==> src/rtl/dmem_arbiter.sv <==
// dmem_arbiter
// Shares the single-ported data memory between the CPU MEM stage and a
// DMA/debug master. The CPU has priority. A wait counter forces a waiting
// DMA request through after MAX_WAIT lost cycles, so DMA cannot starve.
//
// Configuration macro: DMEM_ARB_BOUNDS_EN
//   defined   : a grant to an address >= DEPTH still completes its handshake,
//               but the memory strobes are suppressed. That port's err pulses
//               the next cycle, and reads return rdata=0 with rvalid.
//   undefined : no bounds check; cpu_err/dma_err tied 0.
//
// Ports
//   clk, rst_n                     clock, asynchronous active-low reset
//   cpu_req/we/addr/wdata          CPU request (held until cpu_gnt)
//   dma_req/we/addr/wdata          DMA request (held until dma_gnt)
//   cpu_gnt, dma_gnt               combinational grant, access at this edge
//   cpu_rvalid/rdata/err           registered CPU response
//   dma_rvalid/rdata/err           registered DMA response
//   DMEM_address/data_in           memory address / write data
//   DMEM_mem_write/mem_read        memory strobes
//   DMEM_data_out                  memory read data (combinational)
module dmem_arbiter #(
    parameter int DEPTH    = 21,
    parameter int MAX_WAIT = 4
) (
    input  logic        clk,
    input  logic        rst_n,
    input  logic        cpu_req,
    input  logic        cpu_we,
    input  logic [31:0] cpu_addr,
    input  logic [31:0] cpu_wdata,
    input  logic        dma_req,
    input  logic        dma_we,
    input  logic [31:0] dma_addr,
    input  logic [31:0] dma_wdata,
    output logic        cpu_gnt,
    output logic        dma_gnt,
    output logic        cpu_rvalid,
    output logic        dma_rvalid,
    output logic [31:0] cpu_rdata,
    output logic [31:0] dma_rdata,
    output logic        cpu_err,
    output logic        dma_err,
    output logic [31:0] DMEM_address,
    output logic [31:0] DMEM_data_in,
    output logic        DMEM_mem_write,
    output logic        DMEM_mem_read,
    input  logic [31:0] DMEM_data_out
);

    localparam int WAIT_W = $clog2(MAX_WAIT + 1);

    if (MAX_WAIT < 1) begin : g_bad_max_wait
        $error("dmem_arbiter: MAX_WAIT must be at least 1");
    end
    if (DEPTH < 1) begin : g_bad_depth
        $error("dmem_arbiter: DEPTH must be at least 1");
    end

    logic [WAIT_W-1:0] wait_cnt_q, wait_cnt_d;
    logic              dma_force;
    logic              cpu_sel, dma_sel, any_sel;
    logic              sel_we, sel_oob;
    logic [31:0]       sel_addr, sel_wdata;
    logic              cpu_rd, dma_rd;

    logic              cpu_rvalid_q, dma_rvalid_q;
    logic [31:0]       cpu_rdata_q, dma_rdata_q;

    // DMA is forced through once it has lost MAX_WAIT cycles in a row.
    // Grants are gated by rst_n so nothing reaches memory during reset.
    assign dma_force = dma_req && (wait_cnt_q == WAIT_W'(MAX_WAIT));
    assign cpu_sel   = rst_n && cpu_req && !dma_force;
    assign dma_sel   = rst_n && dma_req && (dma_force || !cpu_req);
    assign any_sel   = cpu_sel || dma_sel;
    assign cpu_gnt   = cpu_sel;
    assign dma_gnt   = dma_sel;
    assign cpu_rd    = cpu_sel && !cpu_we;
    assign dma_rd    = dma_sel && !dma_we;

    // Winner's qualifiers; everything is zero when nobody is granted.
    always_comb begin
        sel_we    = 1'b0;
        sel_addr  = '0;
        sel_wdata = '0;
        if (dma_sel) begin
            sel_we    = dma_we;
            sel_addr  = dma_addr;
            sel_wdata = dma_wdata;
        end else if (cpu_sel) begin
            sel_we    = cpu_we;
            sel_addr  = cpu_addr;
            sel_wdata = cpu_wdata;
        end
    end

`ifdef DMEM_ARB_BOUNDS_EN
    assign sel_oob = (sel_addr >= 32'(DEPTH));
`else
    assign sel_oob = 1'b0;
`endif

    assign DMEM_address   = sel_addr;
    assign DMEM_data_in   = sel_wdata;
    assign DMEM_mem_write = any_sel && sel_we && !sel_oob;
    assign DMEM_mem_read  = any_sel && !sel_we && !sel_oob;

    // Starvation counter: counts lost DMA cycles, saturating at MAX_WAIT.
    always_comb begin
        wait_cnt_d = wait_cnt_q;
        if (!dma_req || dma_sel) begin
            wait_cnt_d = '0;
        end else if (wait_cnt_q != WAIT_W'(MAX_WAIT)) begin
            wait_cnt_d = wait_cnt_q + 1'b1;
        end
    end

    // Read data is captured at the grant edge. The losing port keeps its old rdata.
    always_ff @(posedge clk or negedge rst_n) begin
        if (!rst_n) begin
            wait_cnt_q   <= '0;
            cpu_rvalid_q <= 1'b0;
            dma_rvalid_q <= 1'b0;
            cpu_rdata_q  <= '0;
            dma_rdata_q  <= '0;
        end else begin
            wait_cnt_q   <= wait_cnt_d;
            cpu_rvalid_q <= cpu_rd;
            dma_rvalid_q <= dma_rd;
            if (cpu_rd) begin
                cpu_rdata_q <= sel_oob ? 32'd0 : DMEM_data_out;
            end
            if (dma_rd) begin
                dma_rdata_q <= sel_oob ? 32'd0 : DMEM_data_out;
            end
        end
    end

    assign cpu_rvalid = cpu_rvalid_q;
    assign dma_rvalid = dma_rvalid_q;
    assign cpu_rdata  = cpu_rdata_q;
    assign dma_rdata  = dma_rdata_q;

`ifdef DMEM_ARB_BOUNDS_EN
    logic cpu_err_q, dma_err_q;

    // One-cycle error pulse following an out-of-range grant.
    always_ff @(posedge clk or negedge rst_n) begin
        if (!rst_n) begin
            cpu_err_q <= 1'b0;
            dma_err_q <= 1'b0;
        end else begin
            cpu_err_q <= cpu_sel && sel_oob;
            dma_err_q <= dma_sel && sel_oob;
        end
    end

    assign cpu_err = cpu_err_q;
    assign dma_err = dma_err_q;
`else
    assign cpu_err = 1'b0;
    assign dma_err = 1'b0;
`endif

endmodule

==> config.mk <==
export PLATFORM = sky130hd
export DESIGN_NAME = dmem_arbiter
export DESIGN_NICKNAME = d
export VERILOG_FILES = /design/src/rtl/dmem_arbiter.sv
export SDC_FILE = /design/constraint.sdc
export NUM_CORES = 1
export LEC_CHECK = 0
export CAP_MARGIN = 20
export CORE_ASPECT_RATIO = 0.5
export CORE_MARGIN = 1.5
export CORE_UTILIZATION = 28
export DETAILED_ROUTE_END_ITERATION = 10
export GPL_ROUTABILITY_DRIVEN = 0
export PLACE_DENSITY_LB_ADDON = 0.05
export SYNTH_ARGS = -nofsm -noshare
export SYNTH_HDL_FRONTEND = slang
export SYNTH_SLANG_ARGS = --single-unit
==> constraint.sdc <==
create_clock -name clk -period 2.7 [get_ports clk]
set_clock_uncertainty 0.2 [all_clocks]
set_input_delay 0.81 -clock clk [delete_from_list [all_inputs] [get_ports clk]]
set_output_delay 0.81 -clock clk [all_outputs]
set_load 0.1 [all_outputs]
== Yosys cells after proc, flatten, opt, wreduce, memory -nomap -nowiden ==
Index checks and enable logic that the tools add are counted.
Cells by class
  reductions and logical operators: 19
  $add $sub $neg: 1
  equal/unequal tests: 2
  muxes and demuxes: 8
Operator list (count)
  $mux W32: 4
  $logic_and A1 B1 Y1: 9
  $logic_not A1 Y1: 6
  $mux W3: 2
  $add A3 B1 Y3 const B: 1
  $eq A3 B3 Y1 const B: 1
  $logic_or A1 B1 Y1: 3
  $ne A3 B3 Y1 const B: 1
  $mux W1: 2
  $reduce_bool A2 Y1: 1
Word-level totals
  input port bits: 166
  flip-flop bits (word level): 69
  word-level logic and storage cells: 35

== Logic depth before layout (Yosys ltp) ==
  depth after elaboration: 8
  depth in mapped cells: 7
  gate-level depth less buffers: 5

== Worst setup path before layout ==
Ideal clock, no wire load.
  kind: input port to output port
  start: input port cpu_req
  end: output port DMEM_mem_read
  path buffers: 2
  path slack: -2553 ps
  cell stages on the path: 5
  arrival: 4243 ps
  path through: clkbuf_2 nand2_1 a31oi_1 clkbuf_1 a211oi_1
Between the ends
  longest elaborated chain between the ends: 6
  elaborated cells between the ends (all ways): 10
  classes of those cells: 2 x mux; 8 x reduce/logical
RTL lines
  from (decl): line 28  | input logic cpu_req,
  $logic_and A1 B1 Y1 (*) (2 in series): line 73  | assign cpu_sel = rst_n && cpu_req && !dma_force;
  via cpu_gnt: line 36  | output logic cpu_gnt,
  $mux W1: line 90  | end else if (cpu_sel) begin
  $mux W1: line 86  | if (dma_sel) begin
  $logic_not A1 Y1: line 106  | assign DMEM_mem_read = any_sel && !sel_we && !sel_oob;
  $logic_and A1 B1 Y1 (*): line 106
  to (decl): line 47  | output logic DMEM_mem_read,
The timed path passes the listed nets; every way through them passes the cells marked *.

== Worst setup path after layout ==
  start: register wait_cnt_q[0]
  end: output port DMEM_address[25]
Between the ends
  longest elaborated chain between the ends: 6
  elaborated cells between the ends (all ways): 8
  classes of those cells: 1 x eq/ne; 2 x mux; 5 x reduce/logical
RTL lines
  from (decl): line 60  | logic [WAIT_W-1:0] wait_cnt_q, wait_cnt_d;
  from (signal assigned): line 127  | wait_cnt_q <= wait_cnt_d;
  $eq A3 B3 Y1 (*): line 72  | assign dma_force = dma_req && (wait_cnt_q == WAIT_W'(MAX_WAIT));
  $logic_and A1 B1 Y1 (*): line 72
  $logic_not A1 Y1: line 73
  $logic_and A1 B1 Y1: line 73
  $mux W32: line 90
  $mux W32 (*): line 86
  to (decl): line 44  | output logic [31:0] DMEM_address,
Every way passes the cells marked *; elsewhere a longest branch is shown, timed or not.

==> run metrics <==
crit-path max FO 9; Slew HR 44.2%; worst r2r src wait_cnt_q[0]; Overflow after GRT 0; worst setup path endpoint DMEM_address[25]; sequential area share after synthesis 51.3%; YS warnings 0; Cells after Synth 249; CP Capture Type output pin; area of the core 0.0118 mm²; port bufs 299; Inst Count DP 734; leading register cell type out of synthesis dfrtp_1; Netlist Area Pre-Place 0.00337 mm²; max frequency 341 MHz; flops & latches, synth 69; setup ws final -0.230 ns; Post-DP Area 0.00802 mm²; final WL 15600 µm; CTS tree done; final instance area 0.00875 mm²; pwr/cell area 689 mW/mm²; final core utilization 74.3%; Hold Crit Class input port to async pin; R2R Setup Slk 0.55 ns; number of library cell types mapped by synthesis 27; Place WS -0.665 ns; Reg2Reg Depth 7; Die ar. 0.0127 mm²; DP Wirelength 12300 µm; RSZ-0062 raised after global routing true; clock sinks 69; Worst setup SP type flop; row count 28; Antenna Cells 0; crit path kind flop to output pin; Mean Syn Cell Area 13.5 µm²; clock buffers created by TritonCTS 9; Residual DRC 0; Layout Cells excl Fill 774; Area growth syn-to-layout 160%; leading area contributor after synthesis dfrtp_1; Period Utilization, post-route 109%; Crit Reg-Reg Endpoint dma_rdata[30]; DR WL/cell 20.1 µm; Synth top cells by count 69 x dfrtp_1, 64 x a22o_1, 59 x mux2_2, 9 x buf_2, 6 x buf_6; Min Hold Slack 0.205 ns; clk_lat worst skew 0.32 ns; hold-fix buffer count after cts 0; Starting Density 28.6%; share of the synthesized area in the top cell type 51.3%; outcome complete, but fails checks; routed vias 3573; Area contributors post-synth dfrtp_1 51%, mux2_2 20%, a22o_1 17%; Critical Path AT 1.92 ns; die height 80.5 µm; Die W 158 µm; Leakage 3.87 nW; Worst EP required 1.69 ns; antenna violations before repair 0; largest net degree at the start of global routing 71; ANT nets after route 0; Worst Max-Slew Pin Slew 0.837 ns; vias in the first global route 3624; # fillers 781; # IOs 302; first-pass GRT wire length 22200 µm; final setup fails 68; peak supply drop 717 µV; Worst Setup SP wait_cnt_q[0]; Post-synth EDFFs 0; Max-cap violations 0; failing checks setup timing; Final Hold Vio Count 0; Final Slew Violations 0; Starting DRT DRC Count 154; proportion of layout cells with a drive suffix above 1 58.6%; Tot GR Track Use 23.7%; total power 6.02 mW; setup TNS -13.72 ns; Clock transition at path regs 0.05 ns; clock tree buffer depth 2; fin crit period 2.93 ns; CTS root buf clkbuf_16; nets 772; count leader, synth dfrtp_1; first-pass iteration count of the detailed router 4; htree depth 3; Via density 4.62; fraction of registers with async set/reset 100%
[state kept, by name, indices dropped and copies added, names as in the netlist]
| signal | cells |
|---|---|
| cpu_rvalid | 1 |
| wait_cnt_q | 3 |
| dma_rdata | 32 |
| cpu_rdata | 32 |
| dma_rvalid | 1 |
[where the power goes]
group | switching, mW | total [mW] | internal [mW]
Clock | 0.421 | 1.16 | 0.737
Combinational | 2.43 | 3.52 | 1.08
Sequential | 0.107 | 1.35 | 1.24
Total | 2.96 | 6.02 | 3.06
[logic make-up after synthesis]
logic type               after synthesis  share of synthesized area (%)
AO/OA/AOI/OAI                         77                           20.1
multiplexers                          64                           21.4
AND/OR/NAND/NOR                        9                           1.30
adder cells (fa/ha/maj)                2                          0.743
other                                  1                          0.111
flip-flops                            69                           51.3
buffers and inverters                 27                           4.98
[worst min-delay path by stage]
| stage | endpoint | slack (ns) | start |
|---|---|---|---|
| 3_5_place_dp | dma_rdata[2] | 0.28 | dma_rdata[2] |
| 5_1_grt | cpu_rdata[1] | 0.21 | rst_n |
| 4_1_cts | cpu_rdata[1] | 0.24 | rst_n |
| 6_report | dma_rdata[1] | 0.21 | rst_n |
| 2_1_floorplan | cpu_rdata[0] | 0.31 | rst_n |
| 3_3_place_gp | cpu_rdata[5] | 0.27 | cpu_rdata[5] |
[final cells by class]
class | instances | area (µm²) | area share [%]
flip-flops and latches | 69 | 1730 | 19.7
multi-input cells | 154 | 2120 | 24.2
repair buffers | 367 | 4390 | 50.1
clock buffers | 10 | 239 | 2.73
well taps | 165 | 206 | 2.36
clock inverters | 6 | 62.6 | 0.715
inverters | 3 | 11.3 | 0.129
[per-layer routing]
metal / up-vias / GRT usage [%] / wire, µm
li1: 1671 / - / -
met5: - / 0 / 0
met1: 1759 / 30.2 / 6680
met3: 23 / 6.26 / 1040
met4: 0 / 7.57 / 317
met2: 120 / 39.3 / 7550
[cell usage in the layout, fill, tap and decap left out, types with 2 or more instances in the layout]
cell | netlist | layout
inv_2 | 0 | 2
clkinv_2 | 0 | 3
buf_8 | 0 | 2
clkinv_4 | 0 | 2
clkdlybuf4s50_1 | 0 | 161
clkbuf_16 | 0 | 13
a22o_4 | 0 | 64
buf_4 | 2 | 91
mux2_2 | 59 | 59
nand2_2 | 1 | 2
a21boi_0 | 2 | 2
or3_1 | 2 | 2
a211oi_4 | 1 | 2
buf_6 | 6 | 23
conb_1 | 1 | 2
o211ai_1 | 2 | 2
buf_12 | 0 | 83
dfrtp_1 | 69 | 69
o21ai_0 | 2 | 2
mux2_1 | 5 | 5
[worst max-delay path, cell delays in order, from the launching register on]
cell	delay, ns
dfrtp_1	0.39
inv_2	0.09
ha_4	0.15
buf_6	0.10
a31oi_4	0.09
buf_12	0.18
buf_12	0.15
a22o_4	0.27
buf_12	0.16
[what timing repair did]
| action | 4_1_cts | 5_1_grt |
|---|---|---|
| setup endpoints to repair | 68 | 68 |
| resized for setup | 44 | 7 |
| endpoints found under the hold margin | 0 | 0 |
| buffers inserted | 16 | 5 |
| pin swaps | 22 | 15 |
| cloned | 4 | 4 |
Note: power is estimated with default switching activity, not from simulation.
